### config.mk
export PLATFORM = sky130hd
export DESIGN_NAME = load_store_unit
export DESIGN_NICKNAME = d
export VERILOG_FILES = /design/src/rtl/load_store_unit.sv
export SDC_FILE = /design/constraint.sdc
export NUM_CORES = 1
export LEC_CHECK = 0
export CORE_MARGIN = 10
export CORE_UTILIZATION = 45
export DETAILED_ROUTE_END_ITERATION = 10
export DONT_BUFFER_PORTS = 1
export GPL_TIMING_DRIVEN = 0
export HOLD_SLACK_MARGIN = 0.1
export MAX_ROUTING_LAYER = met4
export PLACE_DENSITY = 0.62
export SKIP_CTS_REPAIR_TIMING = 1
export SYNTH_ARGS = -nofsm -noshare
export SYNTH_HDL_FRONTEND = slang
export SYNTH_SLANG_ARGS = --single-unit
### constraint.sdc
create_clock -name clk -period 2.3 [get_ports clk]
set_clock_uncertainty 0.1 [all_clocks]
set_input_delay 0.345 -clock clk [delete_from_list [all_inputs] [get_ports clk]]
set_output_delay 0.345 -clock clk [all_outputs]
set_load 0.05 [all_outputs]
### src/rtl/load_store_unit.sv
// Load/store unit for the memory stage: formats byte/half/word accesses onto a
// word-wide request/ack memory port, stalls the pipeline and aborts on timeout.
module load_store_unit #(
  parameter int DATA_WIDTH     = 32,
  parameter int TIMEOUT_CYCLES = 16
) (
  input  logic                  clk,
  input  logic                  rst_n,
  input  logic                  MemReadM,
  input  logic                  MemWriteM,
  input  logic [2:0]            Funct3M,
  input  logic [DATA_WIDTH-1:0] ALUResultM,
  input  logic [DATA_WIDTH-1:0] WriteDataM,
  output logic                  mem_req,
  output logic                  mem_we,
  output logic [DATA_WIDTH-1:0] mem_addr,
  output logic [DATA_WIDTH-1:0] mem_wdata,
  output logic [3:0]            mem_wstrb,
  input  logic                  mem_ack,
  input  logic [DATA_WIDTH-1:0] mem_rdata,
  output logic [DATA_WIDTH-1:0] ReadDataM,
  output logic                  StallM,
  output logic                  ErrorM
);

  localparam int CW = $clog2(TIMEOUT_CYCLES + 1);

  typedef enum logic [1:0] {IDLE, WAIT, DONE} state_t;

  state_t                  state, state_next;
  logic [CW-1:0]           cnt;
  logic [1:0]              off_q;
  logic [2:0]              f3_q;
  logic                    we_q;

  logic                    is_req, legal, aligned, valid;
  logic                    timed_out;
  logic [DATA_WIDTH-1:0]   req_wdata;
  logic [3:0]              req_wstrb;
  logic [DATA_WIDTH-1:0]   shifted;
  logic [DATA_WIDTH-1:0]   load_data;

  // Access decode; a simultaneous read+write request is handled as a store.
  always_comb begin
    is_req = MemReadM | MemWriteM;
    if (MemWriteM) legal = (Funct3M == 3'b000) || (Funct3M == 3'b001) || (Funct3M == 3'b010);
    else           legal = (Funct3M[1:0] != 2'b11) && !(Funct3M[2] && Funct3M[1]);
    case (Funct3M[1:0])
      2'b01:   aligned = (ALUResultM[0] == 1'b0);
      2'b10:   aligned = (ALUResultM[1:0] == 2'b00);
      default: aligned = 1'b1;
    endcase
    valid = is_req && legal && aligned;
  end

  // NOTE: every combinational output gets a default first so no path leaves it unassigned (no latch).
  always_comb begin
    req_wdata = WriteDataM;
    req_wstrb = 4'b0000;
    if (MemWriteM) begin
      case (Funct3M[1:0])
        2'b00: begin
          req_wdata = {(DATA_WIDTH/8){WriteDataM[7:0]}};
          req_wstrb = 4'b0001 << ALUResultM[1:0];
        end
        2'b01: begin
          req_wdata = {(DATA_WIDTH/16){WriteDataM[15:0]}};
          req_wstrb = 4'b0011 << ALUResultM[1:0];
        end
        default: req_wstrb = 4'b1111;
      endcase
    end
  end

  // Load formatting from the offset and size captured when the request issued.
  always_comb begin
    shifted = mem_rdata >> {off_q, 3'b000};
    case (f3_q)
      3'b000:  load_data = {{(DATA_WIDTH-8){shifted[7]}}, shifted[7:0]};
      3'b001:  load_data = {{(DATA_WIDTH-16){shifted[15]}}, shifted[15:0]};
      3'b100:  load_data = {{(DATA_WIDTH-8){1'b0}}, shifted[7:0]};
      3'b101:  load_data = {{(DATA_WIDTH-16){1'b0}}, shifted[15:0]};
      default: load_data = mem_rdata;
    endcase
  end

  // An ack on the final counted cycle wins over the timeout.
  assign timed_out = (state == WAIT) && !mem_ack && (cnt == CW'(TIMEOUT_CYCLES));

  always_comb begin
    state_next = state;
    StallM     = 1'b0;
    case (state)
      IDLE: begin
        StallM = valid;
        if (valid) state_next = WAIT;
      end
      WAIT: begin
        StallM = 1'b1;
        if (mem_ack || timed_out) state_next = DONE;
      end
      default: state_next = IDLE;
    endcase
  end

  // NOTE: asynchronous reset in the sensitivity list; registers use non-blocking assignments only.
  always_ff @(posedge clk or negedge rst_n) begin
    if (!rst_n) begin
      state     <= IDLE;
      cnt       <= '0;
      off_q     <= 2'b00;
      f3_q      <= 3'b000;
      we_q      <= 1'b0;
      mem_req   <= 1'b0;
      mem_we    <= 1'b0;
      mem_addr  <= '0;
      mem_wdata <= '0;
      mem_wstrb <= 4'b0000;
      ReadDataM <= '0;
      ErrorM    <= 1'b0;
    end else begin
      state  <= state_next;
      ErrorM <= 1'b0;
      case (state)
        IDLE: begin
          if (valid) begin
            cnt       <= CW'(1);
            off_q     <= ALUResultM[1:0];
            f3_q      <= Funct3M;
            we_q      <= MemWriteM;
            mem_req   <= 1'b1;
            mem_we    <= MemWriteM;
            mem_addr  <= {ALUResultM[DATA_WIDTH-1:2], 2'b00};
            mem_wdata <= req_wdata;
            mem_wstrb <= req_wstrb;
          end else if (is_req) begin
            ErrorM <= 1'b1;
          end
        end
        WAIT: begin
          if (mem_ack) begin
            mem_req <= 1'b0;
            if (!we_q) ReadDataM <= load_data;
          end else if (timed_out) begin
            mem_req <= 1'b0;
            ErrorM  <= 1'b1;
            if (!we_q) ReadDataM <= '0;
          end else begin
            cnt <= cnt + CW'(1);
          end
        end
        default: cnt <= '0;
      endcase
    end
  end

endmodule

== Word-level counts from Yosys, hierarchy flattened ==
Index checks and enable logic that the tools add are counted.

* $add $sub $neg: 1
* Equality and inequality tests: 15
* Shifts and indexed selects: 3
* Multiplexer cells: 28
* Bitwise gates (word level): 3
* Reduce and logical (&&, ||, !) cells: 23

{| class="wikitable"
|+ Operators with widths
! kind !! count
|-
| $mux W32 || 5
|-
| $pmux W32 S4 || 1
|-
| $pmux W32 S2 || 1
|-
| $shr A32 B5 Y16 || 1
|-
| $mux W5 || 3
|-
| $pmux W5 S2 || 1
|-
| $reduce_and A3 Y1 || 3
|-
| $mux W1 || 8
|-
| $ne A2 B2 Y1 const B || 4
|-
| $pmux W1 S2 || 4
|-
| $pmux W4 S2 || 1
|-
| $eq A3 B1 Y1 const B || 2
|-
| $eq A3 B3 Y1 const B || 2
|-
| $logic_and A1 B1 Y1 || 6
|-
| $logic_not A2 Y1 || 3
|-
| $logic_not A3 Y1 || 2
|-
| $add A5 B1 Y5 const B || 1
|-
| $eq A5 B5 Y1 const B || 1
|-
| $eq A2 B1 Y1 const B || 2
|-
| $mux W2 || 2
|-
| $mux W4 || 1
|-
| $pmux W2 S2 || 1
|-
| $reduce_and A2 Y1 || 2
|-
| $reduce_bool A2 Y1 || 2
|-
| other kinds (10) || 14
|}

* Register bits: 113
* Logic and storage cells: 84

== Logic depth before layout (Yosys ltp) ==
Gate-level depths: netlist of run 1.

* Depth after elaboration: 8
* Depth in mapped cells: 10
* Gate-level depth less buffers: 7

== Least setup slack after synthesis of run 1 ==
Ideal clock, no wire load.

* Path type: input port to output port
* From: input Funct3M[1]
* To: output StallM
* Data arrival time: 1.985 ns
* Data required time: 1.855 ns
* Slack: -0.130 ns
* Cell stages on the path: 8
* Path buffers: 1
* Cells stage by stage: inv_1 ha_1 buf_2 or3_1 a32oi_2 a21o_1 and2_1 nor2_1

* Longest elaborated chain between the ends: 7
* Elaborated cells between the ends (all ways): 16
* Classes of those cells: 5 x eq/ne; 3 x mux; 8 x reduce/logical

{| class="wikitable"
|+ Ends and longest elaborated chain
! what !! line !! text
|-
| start, declared || 11 || <nowiki>input logic [2:0] Funct3M,</nowiki>
|-
| $eq A3 B1 Y1, or another cell as far along || 46 || <nowiki>if (MemWriteM) legal = (Funct3M == 3'b000) || (Funct3M == 3'b001) || (Funct3M == 3'b010);</nowiki>
|-
| $logic_or A1 B1 Y1 / $logic_not A1 Y1 (equally long branches) || 46, 47 ||
|-
| $logic_or A1 B1 Y1 / $logic_and A1 B1 Y1 (equally long branches) || 46, 47 ||
|-
| $mux W1 || 46 ||
|-
| $logic_and A1 B1 Y1 || 53 || <nowiki>valid = is_req && legal && aligned;</nowiki>
|-
| $logic_and A1 B1 Y1 * || 53 ||
|-
| $pmux W1 S2 * || 93 || <nowiki>case (state)</nowiki>
|-
| end, declared || 22 || <nowiki>output logic StallM,</nowiki>
|}

Every way passes the cells marked *; elsewhere a longest branch is shown, timed or not.

== Final worst setup path of run 1 ==
Ends and elaborated chain as after synthesis.

==> results_dict.tcl, run 1 <==
set metrics [dict create \
    status "finished, violations left" \
    failed_checks "hold timing" \
    end_kind "output port" \
    area_growth_syn_to_layout_pct 32.8 \
    synth_sequential_area_ratio 0.522 \
    final_nets 731 \
    drt_pass1_iterations 6 \
    number_of_enable_flip_flop_cells_after_synthesis 0 \
    max_freq_mhz 446 \
    floorplan.die_area_um2 16800 \
    path_class "primary input to output port" \
    syn_area_um2 5420 \
    initial_antenna_violation_count 0 \
    first_global_vias 4114 \
    grt_pass1_wl_um 23800 \
    detailedPlacementHpwl_um 11900 \
    die_y_um 130 \
    worst-endpoint-required_ns 1.86 \
    worst_r2r_path_cells 8 \
    maximum_fanout_count_along_the_critical_path 9 \
    setup-violations-final 0 \
    final_routed_wirelength_across_all_metal_layers_um 17600 \
    post-route-drc-count 0 \
    postLayoutSetupSlackWorst_ns 0.0563 \
    numPlacedInstances 655 \
    cts_buffers 17 \
    critical_path.startpoint_type "primary input" \
    clock-root-buffer "sky130_fd_sc_hd__clkbuf_16" \
    slew-limit-headroom 0.554 \
    insertion_delay_ns 0.42 \
    ys_top_cells_by_area "sky130_fd_sc_hd__dfrtp_1 (52%), sky130_fd_sc_hd__mux2_4 (5.5%), sky130_fd_sc_hd__mux2_2 (5.2%)" \
    path_clk_slew_ns 0.05 \
    netlist.area_leader.share 0.522 \
    count_of_port_buffers_added_during_placement 0 \
    power_density_nw_per_um2 1650 \
    global_route.overflow_total 0 \
    synth_most_common_cell "sky130_fd_sc_hd__dfrtp_1" \
    synth_cell_type_count 44 \
    grt_start_max_net_pins 114 \
    hold_viol 113 \
    grt_usage 0.192 \
    hp-class "primary input to asynchronous set/reset pin" \
    totalPowerFinal_mw 11.9 \
    via_count 4511 \
    rr_endpoint "ReadDataM[10]$_DFFE_PN0P_" \
    synth_top_cells_by_count "sky130_fd_sc_hd__dfrtp_1 (113), sky130_fd_sc_hd__nand2_1 (62), sky130_fd_sc_hd__a21oi_1 (51)" \
    detail_route.iter0.violations 389 \
    insertedDiodeCount 0 \
    fin_cells 781 \
    cp_data_arrival_time_ns 1.80 \
    maximum_ir_drop_on_the_vdd_rail_mv 0.947 \
    detailed_place.area_um2 5610 \
    synth_top_area_cell "sky130_fd_sc_hd__dfrtp_1" \
    drv_cap 0 \
    design_area_um2 7200 \
    cts.sink_count 113 \
    synthesis.instances 507 \
    core_region_area_um2 11900 \
    chipWidth_um 130 \
    htree_num_levels 4 \
    rr_startpoint "cnt[0]$_DFFE_PN0P_" \
    postSynth.asyncResetShare 1.00 \
    dominantRegCellSynth "sky130_fd_sc_hd__dfrtp_1" \
    detailedPlace.worstSlack_ns -0.127 \
    tritoncts "built" \
    final.min_clock_period_ns 2.24 \
    r2r_slack_ns 0.06 \
    final.period_utilization 0.976 \
    wl_per_cell_um 22.6 \
    final_core_util 0.605 \
    timing.final.max_slew_violations 0 \
    cts_max_path_buffers 2 \
    rows 40 \
    viasPerCell 5.78 \
    routabilityCongestion 0.865 \
    start_util 0.455 \
    yosys_reg_bits 113 \
    io_pins 208 \
    finalHoldWorstSlack_ns -0.484 \
    drive_above_1_share 0.175 \
    postRouteAntennaNets 0 \
    postSynthAreaPerCell_um2 10.7 \
    worst-slew-pin-transition_ns 0.664 \
    leakagePower_nw 3.14 \
    synth_warnings 0 \
]
-- metrics by stage --
stage	setup TNS, ns	hold WS [ns]
after detailed placement	-4.27	-0.0474
after global placement	-3.02	-0.0471
after CTS	-1.79	-0.504
after floorplan	0	-0.0506
final	0	-0.484
after global routing	-0.0335	-0.503
-- layer usage --
metal | global-route usage | share of wire | up-vias
li1 | - | - | 2013
met1 | 0.217 | 0.37 | 2170
met2 | 0.284 | 0.48 | 263
met3 | 0.0921 | 0.11 | 65
met4 | 0.0886 | 0.036 | 0
met5 | - | 0 | -
-- worst max path at each step --
stage / slack [ns] / depth (start not counted) / to / start
floorplan: 0.04 / 8 / StallM / Funct3M[1]
global placement: -0.11 / 8 / StallM / Funct3M[1]
detailed placement: -0.13 / 8 / StallM / Funct3M[1]
CTS: -0.14 / 9 / ReadDataM[6]$_DFFE_PN0P_ / cnt[0]$_DFFE_PN0P_
global route: -0.03 / 8 / StallM / Funct3M[1]
finish: 0.06 / 8 / StallM / Funct3M[1]
-- state kept, by name, summed over array words and instances (netlist names), 2 cells and up --
name / count
f3_q: 3
mem_addr: 30
off_q: 2
state: 2
mem_wdata: 32
cnt: 5
ReadDataM: 32
mem_wstrb: 4
-- placed cells by master (no fill, tap or decap), drive strengths merged, types with 6 or more instances in the layout --
cell / instances
o221ai: 8
mux2: 45
clkinvlp: 7
dlygate4sd3: 92
ha: 6
o211ai: 24
o21ai: 11
mux2i: 16
nor2: 44
dfrtp: 113
buf: 22
nor2b: 10
clkbuf: 38
a21oi: 51
nand2: 62
a222oi: 6
a22oi: 9
inv: 19
-- power by group --
group | internal [mW] | total, mW | switching [mW]
logic | 1.23 | 2.47 | 1.25
registers | 2.86 | 6.75 | 3.89
clock network | 1.75 | 2.69 | 0.941
-- cell families after synthesis --
group | synth area share
AND/OR/NAND/NOR | 0.115
AO/OA/AOI/OAI | 0.154
flip-flops | 0.522
multiplexers | 0.141
buffers and inverters | 0.0517
adder cells (fa/ha/maj) | 0.0138
other | 0.000692
XOR/XNOR | 0.00162
-- worst max-delay path: stages --
cell	delay, ns
sky130_fd_sc_hd__inv_1	0.03
sky130_fd_sc_hd__ha_1	0.16
sky130_fd_sc_hd__buf_2	0.18
sky130_fd_sc_hd__or3_1	0.38
sky130_fd_sc_hd__a32oi_2	0.23
sky130_fd_sc_hd__a21o_1	0.19
sky130_fd_sc_hd__and2_4	0.20
sky130_fd_sc_hd__nor2_4	0.08
-- final cells by class --
cell class	instances	area, um2
fill	962	4710
sequential	113	2830
multi-input combinational	337	2340
timing repair buffer	95	943
clock buffer	19	453
buffer	38	215
tap	147	184
clock inverter	13	161
inverter	19	71.3
Power figures use the tool's default switching activity.
==> run 2: changes to the inputs <==
PLACE_DENSITY = 0.64   (was 0.62)
==> results_dict.tcl, run 2 (synthesized netlist as in run 1, its figures left out) <==
set metrics [dict create \
    status "finished, violations left" \
    failed_checks "hold timing" \
    hp-class "primary input to asynchronous set/reset pin" \
    tns_ns 0 \
    final_routed_wirelength_across_all_metal_layers_um 17500 \
    finalHoldWorstSlack_ns -0.468 \
    cts_max_path_buffers 2 \
    rr_endpoint "ReadDataM[13]$_DFFE_PN0P_" \
    core_region_area_um2 11900 \
    start_util 0.455 \
    grt_usage 0.194 \
    postLayoutSetupSlackWorst_ns 0.0741 \
    cp.buffers_inverters 3 \
    seq_power_share 0.560 \
    viasPerCell 5.80 \
    detailedPlacementHpwl_um 11800 \
    path_class "register to register" \
    insertion_delay_ns 0.41 \
    power.share.clock 0.234 \
    r2r_slack_ns 0.07 \
    critical_path.startpoint_type "register" \
    timing.critical_path.mode_cell "sky130_fd_sc_hd__inv_1" \
    setup_repair_after_global_routing_missed_its_margin "false" \
    p_comb_frac 0.206 \
    routabilityCongestion 0.890 \
    timing.final.max_slew_violations 0 \
    totalPowerFinal_mw 12.0 \
    timing.critical_path.cells "inv_1 > ha_1 > and4bb_2 > nor2_2 > or3_4 > buf_4 > a222oi_1 > inv_1" \
    final_cell_mix "sky130_fd_sc_hd__dfrtp_1 (113), sky130_fd_sc_hd__dlygate4sd3_1 (90), sky130_fd_sc_hd__nand2_1 (62), sky130_fd_sc_hd__a21oi_1 (51), sky130_fd_sc_hd__nor2_1 (42)" \
    via_count 4533 \
    grt_start_max_net_pins 114 \
    first_global_vias 4194 \
    detailedPlace.worstSlack_ns -0.155 \
    io_pins 208 \
    global_route.overflow_total 0 \
    end_kind "register" \
    detail_route.iter0.violations 357 \
    drt_pass1_iterations 5 \
    cp_data_arrival_time_ns 2.42 \
    chipWidth_um 130 \
    cell_internal_pwr_mw 6.02 \
    initial_antenna_violation_count 0 \
    cts_buffers 17 \
    worst-slew-pin-transition_ns 0.673 \
    area_growth_syn_to_layout_pct 33.3 \
    crit_path_top_delay_cell "sky130_fd_sc_hd__or3_4" \
    final_common_cell "sky130_fd_sc_hd__dfrtp_1" \
    largest_registers "ReadDataM: 32 flops, mem_wdata: 32 flops, mem_addr: 30 flops" \
    worst_r2r_path_cells 8 \
    swShare 0.500 \
    power_density_nw_per_um2 1670 \
    path_clk_slew_ns 0.06 \
    wl_per_cell_um 22.4 \
    count_of_port_buffers_added_during_placement 0 \
    postRouteAntennaNets 0 \
    fillCellCount 958 \
    power.switching_mw 6.02 \
    worst-endpoint-required_ns 2.49 \
    max_freq_mhz 449 \
    insertedDiodeCount 0 \
    rr_startpoint "cnt[0]$_DFFE_PN0P_" \
    worst_path_largest_cell_delay_ns 0.41 \
    slew-limit-headroom 0.548 \
    worst_setup_path_startpoint "cnt[0]$_DFFE_PN0P_" \
    floorplan.die_area_um2 16800 \
    cts.sink_count 113 \
    setup-violations-final 0 \
    rows 40 \
    final_core_util 0.607 \
    hold_viol 113 \
    cpLargestDelayFamily "simple AND/OR/NAND/NOR gates" \
    die_y_um 130 \
    maximum_fanout_count_along_the_critical_path 10 \
    final_nets 732 \
    drv_cap 0 \
    post-route-drc-count 0 \
    maximum_ir_drop_on_the_vdd_rail_mv 1.03 \
    clock-root-buffer "sky130_fd_sc_hd__clkbuf_16" \
    leakagePower_nw 3.17 \
    tritoncts "built" \
    grt_pass1_wl_um 24300 \
    final.period_utilization 0.968 \
    drive_above_1_share 0.180 \
    final.min_clock_period_ns 2.23 \
    htree_num_levels 4 \
]
## run 2: per-stage QoR
stage               cells  area [um2]
floorplan             508        5430
global route          782        7230
global placement      655        5610
detailed placement    655        5610
CTS                   687        6250
finish                782        7230
## run 2: cell type report
class	count	area (um2)	area share
clock inverters	10	155	0.0215
inverters	19	71.3	0.00987
well taps	147	184	0.0255
plain buffers	37	204	0.0282
flip-flops and latches	113	2830	0.391
clock buffers	22	484	0.0670
repair buffers	97	953	0.132
multi-input cells	337	2350	0.325
## run 2: power by group through the flow
| stage | combinational, mW | clock, mW | sequential [mW] |
|---|---|---|---|
| 2_1_floorplan | 1.87 | 0 | 6.44 |
| 3_3_place_gp | 2.17 | 0 | 6.78 |
| 3_5_place_dp | 2.24 | 0 | 6.79 |
| 4_1_cts | 2.27 | 2.85 | 6.76 |
| 5_1_grt | 2.76 | 2.95 | 6.86 |
| 6_report | 2.48 | 2.81 | 6.74 |
## run 2: worst max-delay path by stage
stage                                           end  depth (start not counted)
final                     ReadDataM[13]$_DFFE_PN0P_                          8
after global placement                       StallM                          8
after CTS                                    StallM                          8
after detailed placement                     StallM                          8
after global routing                         StallM                          7
after floorplan                              StallM                          8
## run 2: routing by layer
| layer | global-route usage | part of all wire | vias up |
|---|---|---|---|
| li1 | - | - | 2013 |
| met2 | 0.298 | 0.49 | 249 |
| met4 | 0.0926 | 0.031 | 0 |
| met1 | 0.225 | 0.38 | 2212 |
| met5 | - | 0 | - |
| met3 | 0.0673 | 0.097 | 59 |
## run 2: worst reg2reg max path, cell delays in order (launching register included)
cell	delay, ns
sky130_fd_sc_hd__dfrtp_1	0.39
sky130_fd_sc_hd__inv_1	0.08
sky130_fd_sc_hd__ha_1	0.14
sky130_fd_sc_hd__and4bb_2	0.25
sky130_fd_sc_hd__nor2_2	0.07
sky130_fd_sc_hd__or3_4	0.41
sky130_fd_sc_hd__buf_4	0.20
sky130_fd_sc_hd__a222oi_1	0.38
sky130_fd_sc_hd__inv_1	0.08
==> run 3: changes to the inputs <==
CORE_ASPECT_RATIO = 0.7   (was unset)
==> results_dict.tcl, run 3 (synthesized netlist as in run 1, its figures left out) <==
set metrics [dict create \
    floorplan.die_area_um2 16900 \
    drt_pass1_iterations 6 \
    largest_registers "ReadDataM: 32 flops, mem_wdata: 32 flops, mem_addr: 30 flops" \
    worst_setup_path_startpoint "Funct3M[1]" \
    cts_max_path_buffers 2 \
    path_class "primary input to output port" \
    cts.sink_count 113 \
    rr_endpoint "ReadDataM[14]$_DFFE_PN0P_" \
    timing.critical_path.cells "inv_1 > ha_1 > buf_2 > or3_4 > a32oi_4 > a21o_1 > and2_4 > nor2_4" \
    setup_repair_after_global_routing_missed_its_margin "true" \
    area_of_the_multi_input_gates_um2 2350 \
    first_global_vias 4124 \
    start_util 0.462 \
    status "finished, violations left" \
    initial_antenna_violation_count 1 \
    htree_num_levels 4 \
    tritoncts "built" \
    routabilityCongestion 0.890 \
    critical_path.startpoint_type "primary input" \
    cpLargestDelayFamily "simple AND/OR/NAND/NOR gates" \
    postRouteAntennaNets 0 \
    worst_path_largest_cell_delay_ns 0.40 \
    path_clk_slew_ns 0.06 \
    count_of_port_buffers_added_during_placement 0 \
    global_route.overflow_total 0 \
    setup-violations-final 1 \
    wl_per_cell_um 22.7 \
    maximum_fanout_count_along_the_critical_path 9 \
    power_density_nw_per_um2 1640 \
    post-route-drc-count 0 \
    hp-class "primary input to asynchronous set/reset pin" \
    drive_above_1_share 0.178 \
    viasPerCell 5.64 \
    chipWidth_um 151 \
    fillCellCount 958 \
    via_count 4476 \
    final.min_clock_period_ns 2.30 \
    insertion_delay_ns 0.41 \
    end_kind "output port" \
    final_routed_wirelength_across_all_metal_layers_um 18100 \
    slew-limit-headroom 0.549 \
    leakagePower_nw 3.16 \
    drv_cap 0 \
    io_pins 208 \
    tns_ns -0.00118 \
    cts_buffers 17 \
    area_growth_syn_to_layout_pct 33.3 \
    grt_pass1_wl_um 25100 \
    timing.final.max_slew_violations 0 \
    hold_viol 113 \
    rr_startpoint "cnt[0]$_DFFE_PN0P_" \
    rows 33 \
    cp_data_arrival_time_ns 1.86 \
    worst_r2r_path_cells 8 \
    cp.buffers_inverters 2 \
    finalHoldWorstSlack_ns -0.469 \
    detailedPlacementHpwl_um 12500 \
    final.period_utilization 1.00 \
    die_y_um 112 \
    worst-endpoint-required_ns 1.86 \
    final_nets 733 \
    final-seq-area_um2 2830 \
    failed_checks "hold timing, setup timing" \
    maximum_ir_drop_on_the_vdd_rail_mv 0.998 \
    crit_path_top_delay_cell "sky130_fd_sc_hd__or3_4" \
    max_freq_mhz 435 \
    grt_start_max_net_pins 114 \
    r2r_slack_ns 0.11 \
    core_region_area_um2 11700 \
    postLayoutSetupSlackWorst_ns -0.00118 \
    clock-root-buffer "sky130_fd_sc_hd__clkbuf_16" \
    worst-slew-pin-transition_ns 0.672 \
    detail_route.iter0.violations 439 \
    final_cell_mix "sky130_fd_sc_hd__dfrtp_1 (113), sky130_fd_sc_hd__dlygate4sd3_1 (94), sky130_fd_sc_hd__nand2_1 (62), sky130_fd_sc_hd__a21oi_1 (51), sky130_fd_sc_hd__nor2_1 (43)" \
    final_core_util 0.616 \
    final_common_cell "sky130_fd_sc_hd__dfrtp_1" \
    grt_usage 0.196 \
]
==> run 3: power by group <==
part	internal (mW)	total [mW]	switching (mW)	leakage, nW
combinational	1.23	2.52	1.29	1.50
sequential	2.86	6.74	3.87	1.37
clock	1.64	2.62	0.987	0.291
==> run 3: worst max-delay path by stage <==
stage / end / slack, ns / cells past startpoint
2_1_floorplan: StallM / 0.04 / 8
4_1_cts: StallM / -0.18 / 8
5_1_grt: StallM / -0.06 / 8
6_report: StallM / -0.001 / 8
3_3_place_gp: StallM / -0.14 / 8
3_5_place_dp: mem_wdata[21]$_DFFE_PN0P_ / -0.18 / 7
==> run 3: layer usage <==
layer  GRT usage  share of wire  up-vias
li1            -              -     2034
met3      0.0926           0.12       23
met1       0.244           0.40     2197
met2       0.285           0.47      222
met5           -              0        -
met4      0.0390          0.010        0
==> run 3: final cells by class <==
cell class | instances | area share
flip-flops and latches | 113 | 0.391
multi-input cells | 337 | 0.326
repair buffers | 97 | 0.133
clock buffers | 18 | 0.0608
plain buffers | 38 | 0.0300
well taps | 157 | 0.0272
clock inverters | 14 | 0.0216
inverters | 19 | 0.00987
diodes | 1 | 0.000346
==> run 3: through the flow <==
stage / worst slack [ns] / total power [mW] / area [um2] / std cells / hold WS [ns]
after floorplan: 0.0418 / 8.31 / 5430 / 508 / -0.0506
after global placement: -0.141 / 8.96 / 5620 / 665 / -0.0475
after detailed placement: -0.175 / 9.08 / 5620 / 665 / -0.0471
after CTS: -0.176 / 11.7 / 6220 / 697 / -0.484
after global routing: -0.0603 / 12.4 / 7230 / 794 / -0.494
final: -0.00118 / 11.9 / 7230 / 794 / -0.469
==> run 3: worst reg2reg max path, stage by stage (launching register included) <==
cell	delay, ns
sky130_fd_sc_hd__dfrtp_1	0.41
sky130_fd_sc_hd__inv_1	0.09
sky130_fd_sc_hd__ha_1	0.14
sky130_fd_sc_hd__and4bb_2	0.26
sky130_fd_sc_hd__nor2_1	0.10
sky130_fd_sc_hd__or3_4	0.38
sky130_fd_sc_hd__buf_6	0.16
sky130_fd_sc_hd__a222oi_1	0.34
sky130_fd_sc_hd__inv_1	0.08
